<file path="src/rtl/pipe_pkg.sv">
// pipe_pkg: shared constants for the elastic pipeline stage.
//   - State encodings for the skid-buffer controller (EMPTY/BUSY/FULL).
//   - Default payload width.
//   - count_of(): occupancy decode of a state value (illegal encoding -> 0).
package pipe_pkg;

  localparam int unsigned DEF_WIDTH = 32;

  localparam logic [1:0] ST_EMPTY = 2'b00;
  localparam logic [1:0] ST_BUSY  = 2'b01;
  localparam logic [1:0] ST_FULL  = 2'b10;

  // Occupancy implied by a state; the unused encoding reports empty.
  function automatic logic [1:0] count_of(input logic [1:0] st);
    logic [1:0] c;
    case (st)
      ST_EMPTY: c = 2'd0;
      ST_BUSY:  c = 2'd1;
      ST_FULL:  c = 2'd2;
      default:  c = 2'd0;
    endcase
    return c;
  endfunction

endpackage

</file>
<file path="src/rtl/pipe_skid_reg_en_reg.sv">
// en_reg: load-enable data register with asynchronous active-low clear.
//   clk    in   rising-edge clock
//   rst_n  in   async active-low clear (contents -> 0)
//   en     in   load d at the next edge when high, otherwise hold
//   d      in   WIDTH  next value
//   q      out  WIDTH  registered value
module en_reg
  import pipe_pkg::*;
#(
  parameter int unsigned WIDTH = DEF_WIDTH
) (
  input  logic             clk,
  input  logic             rst_n,
  input  logic             en,
  input  logic [WIDTH-1:0] d,
  output logic [WIDTH-1:0] q
);

  logic [WIDTH-1:0] data_d;
  logic [WIDTH-1:0] data_q;

  // Next value: load when enabled, otherwise recirculate.
  always_comb begin
    data_d = data_q;
    if (en) begin
      data_d = d;
    end else begin
      data_d = data_q;
    end
  end

  // Storage flop, cleared asynchronously.
  always_ff @(posedge clk or negedge rst_n) begin
    if (!rst_n) begin
      data_q <= {WIDTH{1'b0}};
    end else begin
      data_q <= data_d;
    end
  end

  assign q = data_q;

endmodule

</file>
<file path="src/rtl/pipe_skid_reg.sv">
// pipe_skid_reg: elastic pipeline stage with a 2-entry skid buffer.
//   1-cycle latency, full throughput; in_ready depends only on the state
//   register so downstream stalls never form a combinational ready path.
//   clk        in   rising-edge clock
//   rst_n      in   async active-low reset
//   flush      in   synchronous discard of all held entries (wins over transfers)
//   in_valid   in   upstream data present
//   in_data    in   WIDTH upstream payload
//   in_ready   out  stage can accept (low only when FULL)
//   out_valid  out  out_data holds a valid head entry
//   out_data   out  WIDTH head payload (registered)
//   out_ready  in   downstream accepts this cycle
//   count      out  2 occupancy 0..2
module pipe_skid_reg
  import pipe_pkg::*;
#(
  parameter int unsigned WIDTH = DEF_WIDTH
) (
  input  logic             clk,
  input  logic             rst_n,
  input  logic             flush,
  input  logic             in_valid,
  input  logic [WIDTH-1:0] in_data,
  output logic             in_ready,
  output logic             out_valid,
  output logic [WIDTH-1:0] out_data,
  input  logic             out_ready,
  output logic [1:0]       count
);

  logic [1:0]       state_d;
  logic [1:0]       state_q;
  logic             load_out_s;
  logic             load_skid_s;
  logic             out_sel_skid_s;
  logic [WIDTH-1:0] out_nxt_s;
  logic [WIDTH-1:0] skid_data_s;

  // Next-state and data-path enables. in_valid is ignored when FULL because
  // in_ready is low there; flush suppresses every load and empties the stage.
  always_comb begin
    state_d        = state_q;
    load_out_s     = 1'b0;
    load_skid_s    = 1'b0;
    out_sel_skid_s = 1'b0;
    if (flush) begin
      state_d = ST_EMPTY;
    end else begin
      case (state_q)
        ST_EMPTY: begin
          if (in_valid) begin
            load_out_s = 1'b1;
            state_d    = ST_BUSY;
          end else begin
            state_d    = ST_EMPTY;
          end
        end
        ST_BUSY: begin
          if (in_valid && out_ready) begin
            load_out_s  = 1'b1;
            state_d     = ST_BUSY;
          end else if (in_valid) begin
            // Head is stalled: park the new beat behind it.
            load_skid_s = 1'b1;
            state_d     = ST_FULL;
          end else if (out_ready) begin
            state_d     = ST_EMPTY;
          end else begin
            state_d     = ST_BUSY;
          end
        end
        ST_FULL: begin
          if (out_ready) begin
            // Head leaves; the skid entry is promoted, preserving order.
            load_out_s     = 1'b1;
            out_sel_skid_s = 1'b1;
            state_d        = ST_BUSY;
          end else begin
            state_d        = ST_FULL;
          end
        end
        default: begin
          // Unused encoding: recover to EMPTY without moving data.
          state_d = ST_EMPTY;
        end
      endcase
    end
  end

  // Head register source: new input beat, or promoted skid entry.
  always_comb begin
    if (out_sel_skid_s) begin
      out_nxt_s = skid_data_s;
    end else begin
      out_nxt_s = in_data;
    end
  end

  // State register.
  always_ff @(posedge clk or negedge rst_n) begin
    if (!rst_n) begin
      state_q <= ST_EMPTY;
    end else begin
      state_q <= state_d;
    end
  end

  // Handshake outputs decoded purely from the state register.
  always_comb begin
    case (state_q)
      ST_EMPTY: begin
        in_ready  = 1'b1;
        out_valid = 1'b0;
      end
      ST_BUSY: begin
        in_ready  = 1'b1;
        out_valid = 1'b1;
      end
      ST_FULL: begin
        in_ready  = 1'b0;
        out_valid = 1'b1;
      end
      default: begin
        in_ready  = 1'b0;
        out_valid = 1'b0;
      end
    endcase
    count = count_of(state_q);
  end

  en_reg #(.WIDTH(WIDTH)) u_out_reg (
    .clk   (clk),
    .rst_n (rst_n),
    .en    (load_out_s),
    .d     (out_nxt_s),
    .q     (out_data)
  );

  en_reg #(.WIDTH(WIDTH)) u_skid_reg (
    .clk   (clk),
    .rst_n (rst_n),
    .en    (load_skid_s),
    .d     (in_data),
    .q     (skid_data_s)
  );

endmodule

</file>
<file path="config.mk">
export PLATFORM = sky130hd
export DESIGN_NAME = pipe_skid_reg
export DESIGN_NICKNAME = d
export VERILOG_FILES = /design/src/rtl/pipe_pkg.sv /design/src/rtl/pipe_skid_reg_en_reg.sv /design/src/rtl/pipe_skid_reg.sv
export SDC_FILE = /design/constraint.sdc
export NUM_CORES = 1
export LEC_CHECK = 0
export CAP_MARGIN = 15
export CORE_MARGIN = 2
export CORE_UTILIZATION = 54
export DETAILED_ROUTE_END_ITERATION = 16
export PLACE_DENSITY = 0.87
export SLEW_MARGIN = 15
export SYNTH_ARGS = -nofsm -noshare
export SYNTH_HDL_FRONTEND = slang
export SYNTH_SLANG_ARGS = --single-unit
</file>
<file path="constraint.sdc">
create_clock -name clk -period 4.6 [get_ports clk]
set_input_delay 1.38 -clock clk [delete_from_list [all_inputs] [get_ports clk]]
set_output_delay 1.38 -clock clk [all_outputs]
set_load 0.01 [all_outputs]
</file>
Word-level counts from Yosys, hierarchy flattened
Cells that the tools add are included.
Cells by class
  equal/unequal tests: 2
  mux-type cells: 21
  reductions and logical operators: 4
Operators by type and width (count)
  32-bit 2-to-1 mux: 1
  1-bit 2-to-1 mux: 13
  2-bit 2-to-1 mux: 4
  2-bit case mux with 3 select lines: 1
  2-bit case mux with 2 select lines: 1
  2-bit OR reduction: 2
  1-bit case mux with 3 select lines: 1
  2-bit by 1-bit equality test with 1-bit output (second input constant): 1
  2-bit equality test (second input constant): 1
  2-bit zero test: 1
  1-bit logical AND: 1
Word-level totals
  flip-flop bits (word level): 66
  bits of input ports: 37
  output and inout bits: 36

Logic depth before layout (Yosys ltp)
Gate-level depths: netlist (run 1).
  depth after elaboration: 5
  gate-level depth with buffers: 6

By module
Synthesis (run 1) repeated with hierarchy kept, for this count alone.
Second synthesis, totals
  cell total of the unflattened synthesis: 196
  area, all modules: 3434.5 µm²
Modules (own cells, without submodules)
  en_reg: times used 2, cells each 68, area each 1345.0 µm², sequential area each 800.8 µm²
  pipe_skid_reg: times used 1, cells each 60, area each 744.5 µm², sequential area each 50.0 µm²

Least setup slack after synthesis (run 1)
OpenSTA, ideal clock, no wires.
  kind: input to register
  start point: input port in_valid
  end point: register u_out_reg.data_q[0], in the netlist u_out_reg.q[0]
  library setup time: 0.125 ns
  data arrival time: 2.477 ns
  data required time: 4.475 ns
  slack: 1.998 ns
  stages: 5
  buffers on the path: 1
  cells stage by stage: ha_1 -> a222oi_1 -> nor3_4 -> buf_6 -> mux2_4
On the way
  word-level cells in the longest chain between the ends: 4
  elaborated cells between the ends (all ways): 5
  classes of those cells: 4 x mux; 1 x reduce/logical
RTL lines
  start: declaration: line pipe_skid_reg.sv:22  | input logic in_valid,
  1-bit logical AND: line pipe_skid_reg.sv:59  | if (in_valid && out_ready) begin
  1-bit 2-to-1 mux: line pipe_skid_reg.sv:59
  1-bit case mux with 3 select lines *: line pipe_skid_reg.sv:49  | case (state_q)
  1-bit 2-to-1 mux *: line pipe_skid_reg.sv:46  | if (flush) begin
  end signal: assignment: line pipe_skid_reg_en_reg.sv:35  | data_q <= {WIDTH{1'b0}};
  end signal: assignment: line pipe_skid_reg_en_reg.sv:37  | data_q <= data_d;
  end: declaration: line pipe_skid_reg_en_reg.sv:20  | logic [WIDTH-1:0] data_q;
Every way passes the cells marked *; elsewhere a longest branch is shown, timed or not.
A chain may end at the register's enable or synchronous reset.

Worst setup path after layout (run 1)
  start point: input port out_ready
  end point: register u_out_reg.data_q[12], in the netlist u_out_reg.q[12]
On the way
  word-level cells in the longest chain between the ends: 4
  elaborated cells between the ends (all ways): 8
  classes of those cells: 7 x mux; 1 x reduce/logical
RTL lines
  start: declaration: line pipe_skid_reg.sv:27  | input logic out_ready,
  1-bit logical AND / 1-bit 2-to-1 mux (equally long branches): line pipe_skid_reg.sv:59, pipe_skid_reg.sv:73
  1-bit 2-to-1 mux (on tied branches): line pipe_skid_reg.sv:59, pipe_skid_reg.sv:49
  1-bit case mux with 3 select lines / 1-bit 2-to-1 mux (equally long branches): line pipe_skid_reg.sv:49, pipe_skid_reg.sv:46
  1-bit 2-to-1 mux / 32-bit 2-to-1 mux (equally long branches): line pipe_skid_reg.sv:46, pipe_skid_reg.sv:92
Parallel ways exist; a longest one is shown, timed or not.

==> metrics.md, run 1 <==
| Metric | Value |
|---|---|
| Resize count post-CTS | 0 |
| Worst hold path class | flop to flop |
| CTS tree | done |
| DP Area | 3870 um2 |
| Worst-Margin Slew | 0.820 ns |
| DIE HEIGHT | 79.9 um |
| Synth cell types | 15 |
| # DRC | 0 |
| Clock sink total | 66 |
| Ports | 73 |
| Finished Layout Cells | 344 |
| H-tree depth | 3 |
| PortBufs | 72 |
| Clk buf depth | 2 |
| Final hold violations | 0 |
| Final Max Tran Viols | 0 |
| Sequential-to-total area share from yosys stat | 53.1% |
| Die Span X | 79.9 um |
| Main area contributors after synthesis | dfrtp_1 53%, mux2_2 23%, mux2_4 14% |
| Pre-antenna DRT Iters | 6 |
| Worst path cell trace | clkdlybuf4s50_1 -> ha_1 -> a222oi_1 -> nor3_4 -> buf_4 -> mux2_2 |
| CP Data Arrival Time | 3.56 ns |
| DR vias | 1841 |
| Post-synth net total | 236 |
| Post-CTS Setup Bufs | 0 |
| CORE AREA | 5540 um2 |
| Ys Warns | 0 |
| Avg Inst Size Synth | 16.3 um2 |
| Worst slew margin | 45.3% |
| Yosys top cell area share | 53.1% |
| Dpl cells | 329 |
| Antenna-violating nets left | 0 |
| Yosys reg bits | 66 |
| Static Leak | 1.82 nW |
| GRT overflow | 0 |
| First-pass GRT wire length | 9.32 mm |
| Clock skew | 0.00415 ns |
| VDD IR max | 203 uV |
| Initial Utilization | 56.1% |
| Clk_lat worst skew | 0.33 ns |
| Tmin final | 3.34 ns |
| Post-synth top area cell | dfrtp_1 |
| Unrepaired setup endpoints after global routing | false |
| Detailed Place HPWL | 3.74 mm |
| Hold WS | 0.502 ns |
| Routed WL per cell | 16.6 um |
| Crit path max fanout | 26 |
| Fmax | 299 MHz |
| Share of cells above drive strength 1 | 42.3% |
| Power Dens Cells | 433 nW/um2 |
| Endpoints failing setup | 0 |
| Clk root buf | clkbuf_8 |
| Inserted Clock Buffers | 9 |
| Fin crit share | 72.7% |
| Num rows | 27 |
| Setup TNS | 0 ns |
| WS Path Type | primary input to flop |
| Required @ worst endpoint | 4.82 ns |
| Critical Path End Type | flop |
| Crit-path max cell delay | 0.59 ns |
| Cts hold-fix bufs | 0 |
| Number of global-route vias before repair | 1856 |
| Final nets | 313 |
| Initial antenna violation count | 0 |
| Die area | 6380 um2 |
| Post-route cell area | 4080 um2 |
| Final Wtd Congestion | 0.723 |
| Largest net degree at the start of global routing | 38 |
| Syn-to-layout area delta | 31.2% |
| Crit-path slowest cell | clkdlybuf4s50_1 |
| CP top delay family | buffers and inverters |
| DR iter-0 viols | 93 |
| Outcome | finished, final reports clean |
| Via density | 5.35 |
| Overall routing resource usage | 19.5% |
| Worst Setup Start Kind | primary input |
| Routed wire length | 5.71 mm |
| Post-Syn Area | 3110 um2 |
| # diodes | 0 |
| Post-synthesis instance total | 191 |
| Worst Path Buf+Inv | 2 |
| Max Cap Viol | 0 |
| Clock slew at reported path FFs | 0.06 ns |
worst reg2reg max path: stages (launching register included):
cell	delay (ns)
dfrtp_1	0.41
inv_1	0.11
ha_1	0.26
a222oi_1	0.17
nor3_4	0.39
buf_4	0.52
mux2_2	0.39
power breakdown:
group	internal, W	switching [W]	total [W]
registers	0.000732	0.0000823	0.000815
clock network	0.000291	0.000207	0.000498
logic	0.000310	0.000143	0.000453
total	0.00133	0.000432	0.00177
path summary, 6_finish.rpt:
check | start | end | slack, ns | cells past startpoint
max | out_ready | u_out_reg.q[12]$_DFFE_PN0P_ | 1.26 | 6
min | u_skid_reg.q[21]$_DFFE_PN0P_ | u_skid_reg.q[21]$_DFFE_PN0P_ | 0.50 | 1
max reg2reg | state_q[0]$_DFF_PN0_ | u_out_reg.q[12]$_DFFE_PN0P_ | 2.23 | 6
min reg2reg | u_skid_reg.q[21]$_DFFE_PN0P_ | u_skid_reg.q[21]$_DFFE_PN0P_ | 0.50 | 1
max in group asynchronous | rst_n | u_skid_reg.q[22]$_DFFE_PN0P_ | 2.57 | 2
min in group asynchronous | rst_n | u_out_reg.q[31]$_DFFE_PN0P_ | 1.14 | 1
logic make-up after synthesis:
group | count (synthesis) | synth area share [%]
AO/OA/AOI/OAI | 3 | 0.886
adder cells (fa/ha/maj) | 8 | 3.22
buffers and inverters | 12 | 2.42
flip-flops | 66 | 53.1
multiplexers | 96 | 38.4
AND/OR/NAND/NOR | 6 | 1.93
synthesized netlist by cell type:
library cell   n
buf_6          3
nand3b_4       1
mux2_1         2
dfrtp_1       66
inv_1          3
ha_1           8
buf_2          6
nand3b_1       1
nor3_4         1
a22oi_1        1
nor3_1         2
mux2_4        30
mux2_2        64
or2_2          1
a222oi_1       2
through the flow:
step	util [%]	total power, W	worst slack (ns)
floorplan	-	0.00105	2.00
global placement	69.9	0.00126	0.924
detailed placement	69.9	0.00128	0.892
CTS	73.6	0.00179	1.25
global route	73.6	0.00185	1.14
finish	73.6	0.00177	1.26
layer usage:
metal  track usage [%]  wire [um]  share of wire (%)  vias to the layer above
met4              9.66        100                1.8                        0
met3              3.73        255                4.5                       11
li1                  -          -                  -                      842
met1              26.1       2570                 45                      940
met5                 0          0                  0                        -
met2              30.7       2780                 49                       48
flip-flops by register name, indices dropped and copies added (netlist names):
| signal | count |
|---|---|
| state_q | 2 |
| u_out_reg.q | 32 |
| u_skid_reg.q | 32 |
placed cells by master (no fill, tap or decap), types with 2 or more instances in the layout:
master,netlist,routed
nor3_1,2,2
mux2_2,64,64
clkdlybuf4s50_1,0,71
mux2_1,2,2
inv_1,3,3
buf_4,0,3
clkbuf_8,0,12
dfrtp_1,66,66
mux2_4,30,30
ha_1,8,8
a222oi_1,2,2
layout make-up:
class / count / area (um2)
Clock buffer: 13 / 169
Clock inverter: 2 / 35.0
Fill cell: 395 / 1460
Inverter: 3 / 11.3
Multi-Input combinational cell: 113 / 1380
Sequential cell: 66 / 1650
Tap cell: 72 / 90.1
Timing Repair Buffer: 75 / 738
No activity file was read; power rests on OpenSTA's default activity.
==> run 2, diff against run 1 <==
--- a/config.mk
+++ b/config.mk
@@ -7,9 +7,9 @@
 export LEC_CHECK = 0
 export CAP_MARGIN = 15
 export CORE_MARGIN = 2
-export CORE_UTILIZATION = 54
+export CORE_UTILIZATION = 50
 export DETAILED_ROUTE_END_ITERATION = 16
-export PLACE_DENSITY = 0.87
+export PLACE_DENSITY = 0.81
 export SLEW_MARGIN = 15
 export SYNTH_ARGS = -nofsm -noshare
 export SYNTH_HDL_FRONTEND = slang
==> constraint.sdc (replaced) <==
create_clock -name clk -period 3.14 [get_ports clk]
set_input_delay 0.942 -clock clk [delete_from_list [all_inputs] [get_ports clk]]
set_output_delay 0.942 -clock clk [all_outputs]
set_load 0.01 [all_outputs]
==> run 2 against run 1 <==
  * Sequential power rose by 46%
  * Clock skew rose by 0.0077 ns
  * First-iteration DRC count fell by 34%
  * Critical path type is now flop to primary output
==> metrics.md, run 2 (same netlist as run 1, synthesis figures left out) <==
| Metric | Value |
|---|---|
| Clock skew | 0.0119 ns (+0.00772 ns) |
| Cts hold-fix bufs | 0 (unchanged) |
| Worst hold path class | primary input to async pin |
| Num rows | 28 (+3.7%) |
| Clk_lat worst skew | 0.34 ns (about the same) |
| Clk pwr share | 31.4% (+3.2 points) |
| Largest net degree at the start of global routing | 33 (-13%) |
| Crit path max fanout | 4 (-85%) |
| Inserted Clock Buffers | 9 (unchanged) |
| Outcome | finished, final reports clean |
| Routed wire length | 5.79 mm (+1.5%) |
| Worst Setup Start Kind | flop |
| Fillers | 453 (+15%) |
| Overall routing resource usage | 18.0% (-1.5 points) |
| # DRC | 0 (unchanged) |
| Endpoints failing setup | 0 (unchanged) |
| Logic pwr share | 24.6% (-1.1 points) |
| Share of cells above drive strength 1 | 43.5% (+1.2 points) |
| GRT overflow | 0 (unchanged) |
| Final nets | 316 (+0.96%) |
| Fmax | 357 MHz |
| Unrepaired setup endpoints after global routing | false |
| R2r worst-path depth | 6 (unchanged) |
| Max Cap Viol | 0 (unchanged) |
| Die area | 6860 um2 (+7.6%) |
| Switch Pwr | 0.000655 W (+51%) |
| First-pass GRT wire length | 9.86 mm (+5.9%) |
| DR iter-0 viols | 61 (-34%) |
| Number of global-route vias before repair | 2002 (+7.9%) |
| Required @ worst endpoint | 2.20 ns (-2.62 ns) |
| Tmin final | 2.80 ns |
| Static Leak | 1.86 nW (+2.2%) |
| Pre-antenna DRT Iters | 4 (-2) |
| Clock slew at reported path FFs | 0.07 ns (about the same) |
| Sw frac | 24.1% (-0.35 points) |
| Syn-to-layout area delta | 34.0% |
| Worst slew margin | 69.7% (+24 points) |
| Cell Int Power | 0.00206 W (+54%) |
| Detailed Place HPWL | 3.87 mm (+3.5%) |
| Final hold violations | 0 (unchanged) |
| CORE AREA | 5960 um2 (+7.5%) |
| Sequential Power Share | 44.0% (-2.1 points) |
| Clk root buf | clkbuf_8 |
| Critical Path End Type | primary output |
| Routed WL per cell | 16.5 um (-0.48%) |
| PortBufs | 72 (unchanged) |
| WS Path Type | flop to primary output |
| VDD IR max | 381 uV (+88%) |
| Resize count post-CTS | 0 (unchanged) |
| Final Power | 0.00271 W (+54%) |
| Clock sink total | 66 (unchanged) |
| Antenna-violating nets left | 0 (unchanged) |
| Die Span X | 82.8 um (+3.7%) |
| Fin crit share | 89.3% |
| Setup TNS | 0 ns (unchanged) |
| Clk buf depth | 2 (unchanged) |
| # diodes | 0 (unchanged) |
| Initial Utilization | 52.2% (-3.9 points) |
| DR vias | 1828 (-0.71%) |
| CP Data Arrival Time | 1.86 ns (-1.70 ns) |
| Ports | 73 (unchanged) |
| Final Max Tran Viols | 0 (unchanged) |
| Initial antenna violation count | 0 (unchanged) |
| CTS tree | done |
| Post-CTS Setup Bufs | 0 (unchanged) |
| Final Wtd Congestion | 0.707 (-2.1%) |
| Commonest non-fill, non-tap cells in the layout | 71 x clkdlybuf4s50_1, 66 x dfrtp_1, 64 x mux2_2, 30 x mux2_4, 9 x clkbuf_8 |
| H-tree depth | 3 (unchanged) |
| Via density | 5.21 (-2.7%) |
| Worst-Margin Slew | 0.455 ns (-0.365 ns) |
| DIE HEIGHT | 82.8 um (+3.7%) |
| Power Dens Cells | 651 nW/um2 (+50%) |
| Commonest non-fill, non-tap cell in the layout | clkdlybuf4s50_1 |
## run 2: changes by cell type in the layout (fill, tap and decap cells not counted), sizes merged
cell / before / now
buf: 4 / 7
bufinv: 1 / 3
clkbuf: 13 / 9
clkinv: 1 / 4
## run 2: worst paths after layout
kind / endpoint / slack (ns) / startpoint
setup / recovery: in_ready / 0.34 / state_q[0]$_DFF_PN0_
hold / removal: u_out_reg.q[15]$_DFFE_PN0P_ / 0.44 / rst_n
setup reg to reg: u_out_reg.q[1]$_DFFE_PN0P_ / 1.11 / state_q[0]$_DFF_PN0_
hold reg to reg: u_skid_reg.q[31]$_DFFE_PN0P_ / 0.50 / u_skid_reg.q[31]$_DFFE_PN0P_
max in group asynchronous: u_out_reg.q[1]$_DFFE_PN0P_ / 2.07 / rst_n
min in group clk: u_skid_reg.q[31]$_DFFE_PN0P_ / 0.50 / u_skid_reg.q[31]$_DFFE_PN0P_
## run 2: through the flow
stage | cell area [um2] | setup WS, ns | hold WS (ns) | util (%) | cells
2_1_floorplan | 3110 | 0.976 | 0.472 | - | 191
3_3_place_gp | 3920 | 0.342 | 0.480 | 65.9 | 335
3_5_place_dp | 3920 | 0.304 | 0.489 | 65.9 | 335
4_1_cts | 4170 | 0.309 | 0.428 | 69.9 | 351
5_1_grt | 4170 | 0.245 | 0.435 | 69.9 | 351
6_report | 4170 | 0.337 | 0.442 | 69.9 | 351
## run 2: critical path: stages, from the launching register on
cell	delay (ns)
dfrtp_1	0.41
inv_1	0.10
ha_1	0.24
or2_2	0.29
clkdlybuf4s50_1	0.49
## run 2: layout make-up
type	count	area (um2)	area share, %
clock buffer	9	124	2.97
clock inverter	7	118	2.82
timing repair buffer	78	786	18.9
tap	75	93.8	2.25
multi-input combinational	113	1380	33.2
inverter	3	11.3	0.270
sequential	66	1650	39.7
## run 2: per-layer routing
layer	part of all wire, %	vias to the layer above	track usage, %
li1	-	850	-
met1	47	926	24.1
met2	48	45	28.2
met3	4.0	7	6.06
met4	1.4	0	5.37
met5	0	-	0
## run 2: power by group through the flow
stage | Combinational, W | Clock (W) | Sequential (W)
5_1_grt | 0.000715 | 0.000914 | 0.00122
3_5_place_dp | 0.000675 | 0 | 0.00120
4_1_cts | 0.000678 | 0.000872 | 0.00119
3_3_place_gp | 0.000657 | 0 | 0.00120
6_report | 0.000667 | 0.000852 | 0.00119
2_1_floorplan | 0.000318 | 0 | 0.00122
==> run 3, diff against run 2 <==
==> constraint.sdc (replaced) <==
create_clock -name clk -period 3.14 [get_ports clk]
set_input_delay 0.942 -clock clk [delete_from_list [all_inputs] [get_ports clk]]
set_output_delay 0.942 -clock clk [all_outputs]
set_load 0.05 [all_outputs]
==> results of run 3 <==
Same layout as run 2 (identical final DEF). Status: finished, final reports clean.
Main changes from that run: setup slack after layout 0.337 ns -> 0.114 ns; total power 0.00271 W -> 0.00303 W; worst IR drop on VDD 381 uV -> 425 uV
